--- config.mk ---
export PLATFORM = sky130hd
export DESIGN_NAME = cp0_exc_ctrl_flat
export DESIGN_NICKNAME = d
export VERILOG_FILES = /design/src/rtl/cp0_exc_ctrl_if.sv /design/src/rtl/cp0_exc_ctrl.sv /design/src/flat_wrapper.sv
export SDC_FILE = /design/constraint.sdc
export NUM_CORES = 1
export LEC_CHECK = 0
export CAP_MARGIN = 10
export CORE_AREA = 2 2 178 180
export CTS_CLUSTER_DIAMETER = 40
export DETAILED_ROUTE_END_ITERATION = 7
export DIE_AREA = 0 0 180 182
export HOLD_SLACK_MARGIN = 0.12
export PLACE_DENSITY = 0.64
export SKIP_LAST_GASP = 1
export SLEW_MARGIN = 20
export SYNTH_ARGS = -nofsm -noshare
export SYNTH_HDL_FRONTEND = slang
export SYNTH_SLANG_ARGS = --single-unit
--- constraint.sdc ---
create_clock -name clk -period 11.2 [get_ports clk]
set_input_delay 2.24 -clock clk [delete_from_list [all_inputs] [get_ports clk]]
set_output_delay 2.24 -clock clk [all_outputs]
set_load 0.005 [all_outputs]
--- src/rtl/cp0_exc_ctrl_if.sv ---
// Pipeline-side signal bundle for the CP0 register file / exception sequencer.
// The slave modport is the CP0 block; the master modport is the pipeline driving it.
interface cp0_exc_ctrl_if;
  logic        stall;
  logic [31:0] excepttype_i;
  logic [31:0] pc_i;
  logic        in_delayslot_i;
  logic [31:0] bad_addr_i;
  logic [5:0]  int_i;
  logic        we_i;
  logic [4:0]  waddr_i;
  logic [31:0] wdata_i;
  logic [4:0]  raddr_i;
  logic [31:0] rdata_o;
  logic        flush_o;
  logic [31:0] newpc_o;
  logic [31:0] status_o;
  logic [31:0] cause_o;
  logic [31:0] epc_o;
  logic        timer_int_o;

  modport slave (
    input  stall, excepttype_i, pc_i, in_delayslot_i, bad_addr_i, int_i,
    input  we_i, waddr_i, wdata_i, raddr_i,
    output rdata_o, flush_o, newpc_o, status_o, cause_o, epc_o, timer_int_o
  );

  modport master (
    output stall, excepttype_i, pc_i, in_delayslot_i, bad_addr_i, int_i,
    output we_i, waddr_i, wdata_i, raddr_i,
    input  rdata_o, flush_o, newpc_o, status_o, cause_o, epc_o, timer_int_o
  );
endinterface

--- src/rtl/cp0_exc_ctrl.sv ---
// CP0 register file (BadVAddr/Count/Compare/Status/Cause/EPC) with a two-state
// exception-commit sequencer and the Count/Compare timer.
module cp0_exc_ctrl #(
  parameter logic [31:0] EXC_VECTOR = 32'hBFC00380,
  parameter int unsigned COUNT_DIV  = 1
) (
  input  logic          clk,
  input  logic          rst,
  cp0_exc_ctrl_if.slave bus
);

  localparam int unsigned      DIV_W    = (COUNT_DIV > 0) ? $clog2(COUNT_DIV + 1) : 1;
  localparam logic [DIV_W-1:0] DIV_LAST = DIV_W'(COUNT_DIV);

  localparam logic [4:0] REG_BADVADDR = 5'd8;
  localparam logic [4:0] REG_COUNT    = 5'd9;
  localparam logic [4:0] REG_COMPARE  = 5'd11;
  localparam logic [4:0] REG_STATUS   = 5'd12;
  localparam logic [4:0] REG_CAUSE    = 5'd13;
  localparam logic [4:0] REG_EPC      = 5'd14;

  localparam logic [31:0] STATUS_RESET = 32'h0040_0000;
  localparam logic [31:0] STATUS_WMASK = 32'h0000_FF03;
  localparam logic [31:0] CAUSE_WMASK  = 32'h0000_0300;

  localparam logic [31:0] CODE_ADEL = 32'h0000_0004;
  localparam logic [31:0] CODE_ADES = 32'h0000_0005;
  localparam logic [31:0] CODE_ERET = 32'h0000_000E;

  typedef enum logic {IDLE, FLUSH} state_t;

  function automatic logic [4:0] exc_code(input logic [31:0] code);
    logic [4:0] ec;
    case (code)
      32'h1:   ec = 5'h00;
      32'h4:   ec = 5'h04;
      32'h5:   ec = 5'h05;
      32'h8:   ec = 5'h08;
      32'h9:   ec = 5'h09;
      32'hA:   ec = 5'h0A;
      32'hC:   ec = 5'h0C;
      default: ec = 5'h0A;
    endcase
    return ec;
  endfunction

  function automatic logic [31:0] wmask(input logic [4:0] addr);
    logic [31:0] m;
    case (addr)
      REG_COUNT, REG_COMPARE, REG_EPC: m = '1;
      REG_STATUS:                      m = STATUS_WMASK;
      REG_CAUSE:                       m = CAUSE_WMASK;
      default:                         m = '0;
    endcase
    return m;
  endfunction

  state_t           state_q, state_d;
  logic [31:0]      badvaddr_q, badvaddr_d;
  logic [31:0]      count_q, count_d;
  logic [31:0]      compare_q, compare_d;
  logic [31:0]      status_q, status_d;
  logic [31:0]      cause_q, cause_d;
  logic [31:0]      epc_q, epc_d;
  logic             timer_q, timer_d;
  logic [DIV_W-1:0] div_q, div_d;

  logic        commit;
  logic        eret;
  logic        mtc0;
  logic [31:0] rd_reg;

  // Commit only from IDLE; FLUSH is the one-cycle bubble behind a redirect.
  always_comb begin
    commit  = (state_q == IDLE) && (bus.excepttype_i != 32'd0) && !bus.stall;
    eret    = (bus.excepttype_i == CODE_ERET);
    mtc0    = bus.we_i && !commit;
    state_d = state_q;
    case (state_q)
      IDLE:    if (commit) state_d = FLUSH;
      FLUSH:   state_d = IDLE;
      default: state_d = IDLE;
    endcase
  end

  assign bus.flush_o = commit;
  assign bus.newpc_o = !commit ? 32'd0 : (eret ? epc_q : EXC_VECTOR);

  // Count/Compare timer; an MTC0 to Count restarts the prescaler too.
  always_comb begin
    count_d   = count_q;
    div_d     = div_q;
    compare_d = compare_q;
    timer_d   = timer_q;
    if (mtc0 && bus.waddr_i == REG_COUNT) begin
      count_d = bus.wdata_i;
      div_d   = '0;
    end else if (div_q == DIV_LAST) begin
      count_d = count_q + 32'd1;
      div_d   = '0;
    end else begin
      div_d = div_q + 1'b1;
    end
    if (count_q == compare_q && compare_q != 32'd0) timer_d = 1'b1;
    if (mtc0 && bus.waddr_i == REG_COMPARE) begin
      compare_d = bus.wdata_i;
      timer_d   = 1'b0;
    end
  end

  always_comb begin
    status_d   = status_q;
    epc_d      = epc_q;
    badvaddr_d = badvaddr_q;
    cause_d    = {cause_q[31:16], bus.int_i[5] | timer_q, bus.int_i[4:0], cause_q[9:0]};
    if (commit) begin
      if (eret) begin
        status_d[1] = 1'b0;
      end else begin
        status_d[1] = 1'b1;
        // A nested exception keeps the original return address and BD.
        if (!status_q[1]) begin
          epc_d       = bus.in_delayslot_i ? bus.pc_i - 32'd4 : bus.pc_i;
          cause_d[31] = bus.in_delayslot_i;
        end
        cause_d[6:2] = exc_code(bus.excepttype_i);
        if (bus.excepttype_i == CODE_ADEL || bus.excepttype_i == CODE_ADES)
          badvaddr_d = bus.bad_addr_i;
      end
    end else if (mtc0) begin
      case (bus.waddr_i)
        REG_STATUS: status_d = (status_q & ~STATUS_WMASK) | (bus.wdata_i & STATUS_WMASK);
        REG_CAUSE:  cause_d  = (cause_d & ~CAUSE_WMASK) | (bus.wdata_i & CAUSE_WMASK);
        REG_EPC:    epc_d    = bus.wdata_i;
        default:    ;
      endcase
    end
  end

  always_comb begin
    rd_reg = 32'd0;
    case (bus.raddr_i)
      REG_BADVADDR: rd_reg = badvaddr_q;
      REG_COUNT:    rd_reg = count_q;
      REG_COMPARE:  rd_reg = compare_q;
      REG_STATUS:   rd_reg = status_q;
      REG_CAUSE:    rd_reg = cause_q;
      REG_EPC:      rd_reg = epc_q;
      default:      rd_reg = 32'd0;
    endcase
  end

  assign bus.rdata_o = (mtc0 && bus.waddr_i == bus.raddr_i)
                     ? (bus.wdata_i & wmask(bus.raddr_i)) : rd_reg;

  assign bus.status_o    = status_q;
  assign bus.cause_o     = cause_q;
  assign bus.epc_o       = epc_q;
  assign bus.timer_int_o = timer_q;

  always_ff @(posedge clk or posedge rst) begin
    if (rst) begin
      state_q    <= IDLE;
      badvaddr_q <= 32'd0;
      count_q    <= 32'd0;
      compare_q  <= 32'd0;
      status_q   <= STATUS_RESET;
      cause_q    <= 32'd0;
      epc_q      <= 32'd0;
      timer_q    <= 1'b0;
      div_q      <= '0;
    end else begin
      state_q    <= state_d;
      badvaddr_q <= badvaddr_d;
      count_q    <= count_d;
      compare_q  <= compare_d;
      status_q   <= status_d;
      cause_q    <= cause_d;
      epc_q      <= epc_d;
      timer_q    <= timer_d;
      div_q      <= div_d;
    end
  end

endmodule

--- src/flat_wrapper.sv ---
// flat-port wrapper written by rule: the top's interface ports become plain ports
module cp0_exc_ctrl_flat 
#(
  parameter logic [31:0] EXC_VECTOR = 32'hBFC00380,
  parameter int unsigned COUNT_DIV  = 1
)
  (clk, rst, bus_stall, bus_excepttype_i, bus_pc_i, bus_in_delayslot_i, bus_bad_addr_i, bus_int_i, bus_we_i, bus_waddr_i, bus_wdata_i, bus_raddr_i, bus_rdata_o, bus_flush_o, bus_newpc_o, bus_status_o, bus_cause_o, bus_epc_o, bus_timer_int_o);
  cp0_exc_ctrl_if bus_i ();
  input  logic clk;
  input  logic rst;
  input wire logic [$bits(bus_i.stall)-1:0] bus_stall;
  input wire logic [$bits(bus_i.excepttype_i)-1:0] bus_excepttype_i;
  input wire logic [$bits(bus_i.pc_i)-1:0] bus_pc_i;
  input wire logic [$bits(bus_i.in_delayslot_i)-1:0] bus_in_delayslot_i;
  input wire logic [$bits(bus_i.bad_addr_i)-1:0] bus_bad_addr_i;
  input wire logic [$bits(bus_i.int_i)-1:0] bus_int_i;
  input wire logic [$bits(bus_i.we_i)-1:0] bus_we_i;
  input wire logic [$bits(bus_i.waddr_i)-1:0] bus_waddr_i;
  input wire logic [$bits(bus_i.wdata_i)-1:0] bus_wdata_i;
  input wire logic [$bits(bus_i.raddr_i)-1:0] bus_raddr_i;
  output wire logic [$bits(bus_i.rdata_o)-1:0] bus_rdata_o;
  output wire logic [$bits(bus_i.flush_o)-1:0] bus_flush_o;
  output wire logic [$bits(bus_i.newpc_o)-1:0] bus_newpc_o;
  output wire logic [$bits(bus_i.status_o)-1:0] bus_status_o;
  output wire logic [$bits(bus_i.cause_o)-1:0] bus_cause_o;
  output wire logic [$bits(bus_i.epc_o)-1:0] bus_epc_o;
  output wire logic [$bits(bus_i.timer_int_o)-1:0] bus_timer_int_o;
  assign bus_i.stall = bus_stall;
  assign bus_i.excepttype_i = bus_excepttype_i;
  assign bus_i.pc_i = bus_pc_i;
  assign bus_i.in_delayslot_i = bus_in_delayslot_i;
  assign bus_i.bad_addr_i = bus_bad_addr_i;
  assign bus_i.int_i = bus_int_i;
  assign bus_i.we_i = bus_we_i;
  assign bus_i.waddr_i = bus_waddr_i;
  assign bus_i.wdata_i = bus_wdata_i;
  assign bus_i.raddr_i = bus_raddr_i;
  assign bus_rdata_o = bus_i.rdata_o;
  assign bus_flush_o = bus_i.flush_o;
  assign bus_newpc_o = bus_i.newpc_o;
  assign bus_status_o = bus_i.status_o;
  assign bus_cause_o = bus_i.cause_o;
  assign bus_epc_o = bus_i.epc_o;
  assign bus_timer_int_o = bus_i.timer_int_o;
  cp0_exc_ctrl #(.EXC_VECTOR(EXC_VECTOR), .COUNT_DIV(COUNT_DIV)) u_core (.clk(clk), .rst(rst), .bus(bus_i));
endmodule
==> results of run 1 <==
logic make-up (layout without fill, tap and decap cells):
kind of cell,Yosys count,in the layout,synth area share (%)
AND/OR/NAND/NOR,261,261,14.6
AO/OA/AOI/OAI,230,230,17.9
flip-flops,154,154,41.1
buffers and inverters,116,326,6.69
XOR/XNOR,96,96,8.96
multiplexers,78,78,10.5
adder cells (fa/ha/maj),2,2,0.267
other,2,42,0.0800
cell usage in the layout (no fill, tap or decap), types with 4 or more instances in the layout:
master,n
a21o_1,13
a21oi_1,67
a222oi_1,8
a22oi_1,63
a31oi_1,23
a41oi_1,8
and2_1,23
and3_1,4
buf_4,17
clkbuf_16,17
clkdlybuf4s50_1,269
clkinvlp_4,5
conb_1,41
dfrtp_1,154
inv_1,8
mux2_2,48
mux2_4,29
nand2_1,57
nand2b_1,6
nand3_1,15
nand4_1,18
nor2_1,57
nor3_1,13
nor4_1,33
o221a_2,32
or2_2,4
xnor2_1,34
xor2_1,62
Yosys cell counts (29+ instances only):
master / instances / area (um2)
mux2_2: 48 / 541
a22oi_1: 63 / 473
o221a_2: 32 / 360
nor4_1: 34 / 213
xor2_1: 62 / 543
buf_4: 41 / 308
clkbuf_1: 54 / 203
xnor2_1: 34 / 298
a21oi_1: 67 / 335
dfrtp_1: 154 / 3850
nand2_1: 57 / 214
nor2_1: 57 / 214
mux2_4: 29 / 435
how the worst min path moves through the flow:
| stage | slack [ps] | cells past startpoint | endpoint | start |
|---|---|---|---|---|
| final | 510 | 1 | u_core.badvaddr_q[8] | u_core.badvaddr_q[8] |
| after floorplan | 480 | 1 | u_core.badvaddr_q[0] | u_core.badvaddr_q[0] |
| after global placement | 490 | 1 | u_core.badvaddr_q[28] | u_core.badvaddr_q[28] |
| after CTS | 510 | 1 | u_core.badvaddr_q[9] | u_core.badvaddr_q[9] |
| after global routing | 530 | 1 | u_core.badvaddr_q[27] | u_core.badvaddr_q[27] |
| after detailed placement | 500 | 1 | u_core.badvaddr_q[9] | u_core.badvaddr_q[9] |
state kept, by name, indices dropped and copies added (netlist names), 10 cells and up:
name                 count
u_core.compare_q        32
u_core.badvaddr_q       32
u_core.bus.status_o     10
u_core.bus.epc_o        32
u_core.bus.cause_o      13
u_core.count_q          32
final cells by class:
cell class / instances / share of cell area (%)
multi-input combinational: 708 / 39.5
antenna: 1 / 0.0194
clock buffer: 20 / 3.46
clock inverter: 11 / 1.13
tap: 402 / 3.89
timing repair buffer: 286 / 21.8
inverter: 9 / 0.300
sequential: 154 / 29.8
routing by layer:
metal / share of wire [%] / up-vias / track usage (%)
li1: - / 3880 / -
met1: 42 / 4284 / 29.6
met5: 0 / - / 0
met2: 47 / 461 / 36.0
met4: 2.4 / 0 / 7.61
met3: 8.5 / 45 / 5.50
stage by stage:
step                hold WS [ps]  utilization, %  total power, W  area [um2]
finish                       511            41.7         0.00203       12900
global route                 527            41.7         0.00212       12900
CTS                          510            41.7         0.00203       12900
detailed placement           496            39.8         0.00143       12300
global placement             490            39.8         0.00142       12300
floorplan                    478               -         0.00110        9530
power by group through the flow:
stage | logic (W) | registers, W | clock network (W)
5_1_grt | 0.000589 | 0.000902 | 0.000628
3_5_place_dp | 0.000544 | 0.000887 | 0
4_1_cts | 0.000547 | 0.000879 | 0.000601
3_3_place_gp | 0.000537 | 0.000886 | 0
6_report | 0.000544 | 0.000886 | 0.000595
2_1_floorplan | 0.000310 | 0.000792 | 0
worst max-delay path, cell delays in order:
cell and delay, ps:
clkdlybuf4s50_1 590, nor4_2 900, buf_4 460, a222oi_1 170, inv_1 80, a211oi_1 50
a21oi_1 240, clkdlybuf4s50_1 540
==> metrics.md, run 1 <==
| Metric | Value |
|---|---|
| Routed Antenna Nets | `0` |
| Register Area | `3850 um2` |
| Crit path DAT | `5280 ps` |
| Clock power share | `29.4%` |
| Placed Cells | `1559` |
| Power per cell area | `157 nW/um2` |
| Core Area | `31000 um2` |
| Post-cts resize count | `0` |
| Ys flop type | `dfrtp_1` |
| Crit-path max FO | `24` |
| Max VDD drop | `94.3 uV` |
| Die area | `32800 um2` |
| Largest net degree at the start of global routing | `89` |
| CTS Buf Count | `17` |
| Area Overhead vs Synth | `37.6%` |
| Layout cells sized above 1 | `14.6%` |
| Final nets | `1327` |
| Worst setup path endpoint | `bus_rdata_o[22]` |
| Sw frac | `33.2%` |
| CTS tree | `built` |
| Root Buffer | `clkbuf_16` |
| Worst reg2reg path depth | `5` |
| Final Skew | `12.1 ps` |
| Slew Limit Fails | `0` |
| Starting density of the core | `30.3%` |
| Slew Limit Headroom | `37.1%` |
| P_int | `0.00135 W` |
| Clk_lat worst skew | `430 ps` |
| Register bit total from synthesis | `154` |
| # clock sinks | `154` |
| Layout Cells excl Fill | `1591` |
| Remaining Overflow, GRT | `0` |
| Sw Pwr | `0.000672 W` |
| Sequential area share after synthesis | `41.1%` |
| Initial DRT Pass Iterations | `6` |
| FF-to-FF Start | `u_core.state_q` |
| Max clock buf depth | `2` |
| WP data required | `8960 ps` |
| DR WL/cell | `23.4 um` |
| Status | `complete, no violations` |
| Worst slack, placed | `3740 ps` |
| Total track usage | `22.4%` |
| Critical setup path kind | `in2out` |
| Unrepaired setup endpoints after global routing | `false` |
| Antenna violations before repair | `1` |
| CP Capture Type | `primary output` |
| Clk pin slew, worst setup/hold paths | `60 ps` |
| Part of the power in registers | `43.8%` |
| Mapped Cells | `939` |
| Post-synthesis average cell area | `10.0 um2` |
| Final WS setup | `3680 ps` |
| Part of the power in combinational logic | `26.9%` |
| Synth warn | `0` |
| Mapped Area | `9390 um2` |
| Register-to-Register Setup Slack | `8290 ps` |
| Vias in the first global route | `8618` |
| Hold Vio Cnt, Final | `0` |
| Via-per-instance ratio | `5.45` |
| Die Ht | `182 um` |
| Worst Max-Slew Pin Slew | `935 ps` |
| FF-to-FF End | `u_core.compare_q[30]` |
| Hold/Removal Path Class | `reg2reg` |
| Number of I/O port buffers | `269` |
| Fin crit share | `67.2%` |
| FILL cells | `2975` |
| Synth cell types | `56` |
| Asr flop ratio synth | `100%` |
| Worst Setup SP | `bus_raddr_i[0]` |
| # IOs | `311` |
| Post-synth EDFFs | `0` |
| LEAKAGE | `5.09 nW` |
| Min Tclk post-route | `7520 ps` |
| Post-cts hold buffer count | `0` |
| H-Tree Depth | `4` |
| Rows | `65` |
| Initial DRC count | `914` |
| First-pass GRT wire length | `55200 um` |
| Final Setup Violations | `0` |
| Area of the multi-input gates | `5100 um2` |
| Setup total negative slack | `0 ps` |
| Max-cap violations | `0` |
| Maximum clock rate | `0.133 GHz` |
| Setup Fix Bufs, Post-CTS | `0` |
| CP startpoint kind | `input pin` |
| DRT Wirelength | `37200 um` |
| Placer congestion estimate | `0.908` |
| Die Span X | `180 um` |
| DPL Wire Length | `28300 um` |
| DR DRC count | `0` |
| Via count | `8670` |
Note: power is estimated with default switching activity, not from simulation.
==> inputs of run 2 (changes only) <==
- clock period: 11.2 -> 7.6 ns (I/O delays scaled with it)
==> run 2 against run 1 <==
Compared with the run above: flip-flop and latch count did not move; sequential share of layout area barely moved; setup slack got worse by 2300 ps; global-route usage fell by 0.54 points; largest power group unchanged; power rose by 45%; non-clock buffer count rose by 2; critical path type unchanged.
==> metrics.md, run 2 (synthesized netlist as in run 1, its figures left out) <==
| Metric | Value |
|---|---|
| Status | `complete, no violations` |
| Maximum clock rate | `0.160 GHz` |
| Leading cell type in the layout, fill and taps excluded | `clkdlybuf4s50_1` |
| Hold path cells | `1 (unchanged)` |
| Slew Limit Headroom | `34.8% (-2.3 points)` |
| Hold/Removal Path Class | `reg2reg` |
| Die area | `32800 um2 (unchanged)` |
| Clk pin slew, worst setup/hold paths | `60 ps (about the same)` |
| Fin crit share | `82.1%` |
| Vias in the first global route | `8537 (-0.94%)` |
| Post-cts resize count | `0 (unchanged)` |
| Power per cell area | `227 nW/um2 (+45%)` |
| FF-to-FF Start | `u_core.state_q` |
| CTS tree | `built` |
| Number of I/O port buffers | `269 (unchanged)` |
| CP startpoint kind | `input pin` |
| Register-to-Register Setup Slack | `4780 ps (-3510 ps)` |
| Final Skew | `10.9 ps (-1.15 ps)` |
| Max clock buf depth | `2 (unchanged)` |
| CP Capture Type | `primary output` |
| Setup total negative slack | `0 ps (unchanged)` |
| H-Tree Depth | `4 (unchanged)` |
| N_diodes | `0 (-1)` |
| Min Tclk post-route | `6240 ps` |
| FILL cells | `2993 (+0.61%)` |
| Antenna violations before repair | `1 (unchanged)` |
| Root Buffer | `clkbuf_16` |
| Worst reg2reg path depth | `5 (unchanged)` |
| Clock power share | `28.8% (-0.6 points)` |
| Initial DRC count | `709 (-22%)` |
| Dpl cell area | `12300 um2 (+0.12%)` |
| Clk_lat worst skew | `430 ps (about the same)` |
| Die Ht | `182 um (unchanged)` |
| Via-per-instance ratio | `5.38 (-1.2%)` |
| Part of the power in combinational logic | `27.4% (+0.5 points)` |
| Max-cap violations | `0 (unchanged)` |
| Most frequent cells in the layout | `clkdlybuf4s50_1 (269), dfrtp_1 (154), a21oi_1 (67)` |
| Final nets | `1329 (+0.15%)` |
| Placer congestion estimate | `0.915 (+0.80%)` |
| Critical setup path kind | `in2out` |
| Initial DRT Pass Iterations | `6 (unchanged)` |
| Max VDD drop | `154 uV (+63%)` |
| Area Overhead vs Synth | `37.5% (about the same)` |
| Layout cells sized above 1 | `14.8% (+0.22 points)` |
| Rows | `65 (unchanged)` |
| Part of the power in registers | `43.8% (about the same)` |
| First-pass GRT wire length | `54300 um (-1.6%)` |
| Largest net degree at the start of global routing | `75 (-16%)` |
| # clock sinks | `154 (unchanged)` |
| DR WL/cell | `22.8 um (-2.7%)` |
| Worst Max-Slew Pin Slew | `978 ps (+42.4 ps)` |
| Unrepaired setup endpoints after global routing | `false` |
| Sw Pwr | `0.000966 W (+44%)` |
| Starting density of the core | `30.3% (unchanged)` |
| Setup Fix Bufs, Post-CTS | `0 (unchanged)` |
| Total track usage | `21.9% (-0.54 points)` |
| FF-to-FF End | `u_core.compare_q[29]` |
| Routed Antenna Nets | `0 (unchanged)` |
| DR DRC count | `0 (unchanged)` |
| Via count | `8574 (-1.1%)` |
| Final Cell Area | `12900 um2 (about the same)` |
| Hold path start | `u_core.badvaddr_q[8]` |
| Hold endpoint | `u_core.badvaddr_q[8]` |
| Sw frac | `33.0% (-0.19 points)` |
| DPL Wire Length | `27700 um (-2.0%)` |
| Slew Limit Fails | `0 (unchanged)` |
| LEAKAGE | `5.10 nW (+0.22%)` |
| CTS Buf Count | `17 (unchanged)` |
| DRT Wirelength | `36200 um (-2.6%)` |
| Die Span X | `180 um (unchanged)` |
| Hold Vio Cnt, Final | `0 (unchanged)` |
| Final Setup Violations | `0 (unchanged)` |
| WP data required | `6080 ps (-2880 ps)` |
| P_int | `0.00196 W (+45%)` |
| # IOs | `311 (unchanged)` |
| Post-cts hold buffer count | `0 (unchanged)` |
| Crit path DAT | `4720 ps (-560 ps)` |
| Remaining Overflow, GRT | `0 (unchanged)` |
| Core Area | `31000 um2 (unchanged)` |
| Crit-path max FO | `36 (+50%)` |
==> run 2: cell types whose count changed in the layout (fill, tap and decap cells not counted) <==
cell,delta
buf_4,+2
bufinv_16,-1
clkinv_2,+3
clkinv_4,+2
clkinvlp_4,-2
diode_2,-1
inv_6,-1
==> run 2: worst max path at each step <==
stage,from,end,slack [ps],cells past startpoint
detailed placement,bus_excepttype_i[0],bus_rdata_o[31],1390,9
CTS,bus_excepttype_i[0],bus_rdata_o[31],1390,9
finish,bus_excepttype_i[0],bus_rdata_o[31],1360,9
floorplan,rst,u_core.badvaddr_q[0],1930,1
global placement,bus_excepttype_i[0],bus_rdata_o[31],1400,9
global route,bus_excepttype_i[0],bus_rdata_o[31],1090,9
==> run 2: area by class of cell <==
class,count,area [um2],area share [%]
tap,402,503,3.90
inverter,9,38.8,0.301
timing repair buffer,288,2840,22.0
sequential,154,3850,29.9
clock inverter,12,125,0.970
clock buffer,20,447,3.46
multi-input combinational,708,5100,39.5
==> run 2: power by group through the flow <==
stage               Clock (W)  Sequential (W)  Combinational [W]
floorplan                   0         0.00117           0.000457
global placement            0         0.00129           0.000793
detailed placement          0         0.00129           0.000805
CTS                  0.000862         0.00128           0.000809
global route         0.000898         0.00131           0.000871
finish               0.000844         0.00128           0.000802
==> run 2: layer usage <==
layer  global-route usage [%]  routed length [um]  vias up
met5                        0                   0        -
met4                     7.12                 879        0
met3                     4.29                2460       51
met2                     36.5               17600      367
met1                     28.6               15300     4281
li1                         -                   -     3875
==> run 2: per-stage QoR <==
step / worst slack (ps) / power, W / cells / hold slack (ps) / utilization, %
floorplan: 1930 / 0.00162 / 978 / 478 / -
global placement: 1400 / 0.00208 / 1561 / 489 / 39.8
detailed placement: 1390 / 0.00209 / 1561 / 494 / 39.8
CTS: 1390 / 0.00295 / 1593 / 507 / 41.6
global route: 1090 / 0.00308 / 1593 / 525 / 41.6
finish: 1360 / 0.00293 / 1593 / 505 / 41.6
==> run 2: critical path, cell delays in order <==
cell and delay [ps]:
clkdlybuf4s50_1 560, nor4_2 330, nand4_1 170, nor3_4 380
o2111ai_4 500, buf_4 430, a21oi_1 140, a31oi_1 100
clkdlybuf4s50_1 560
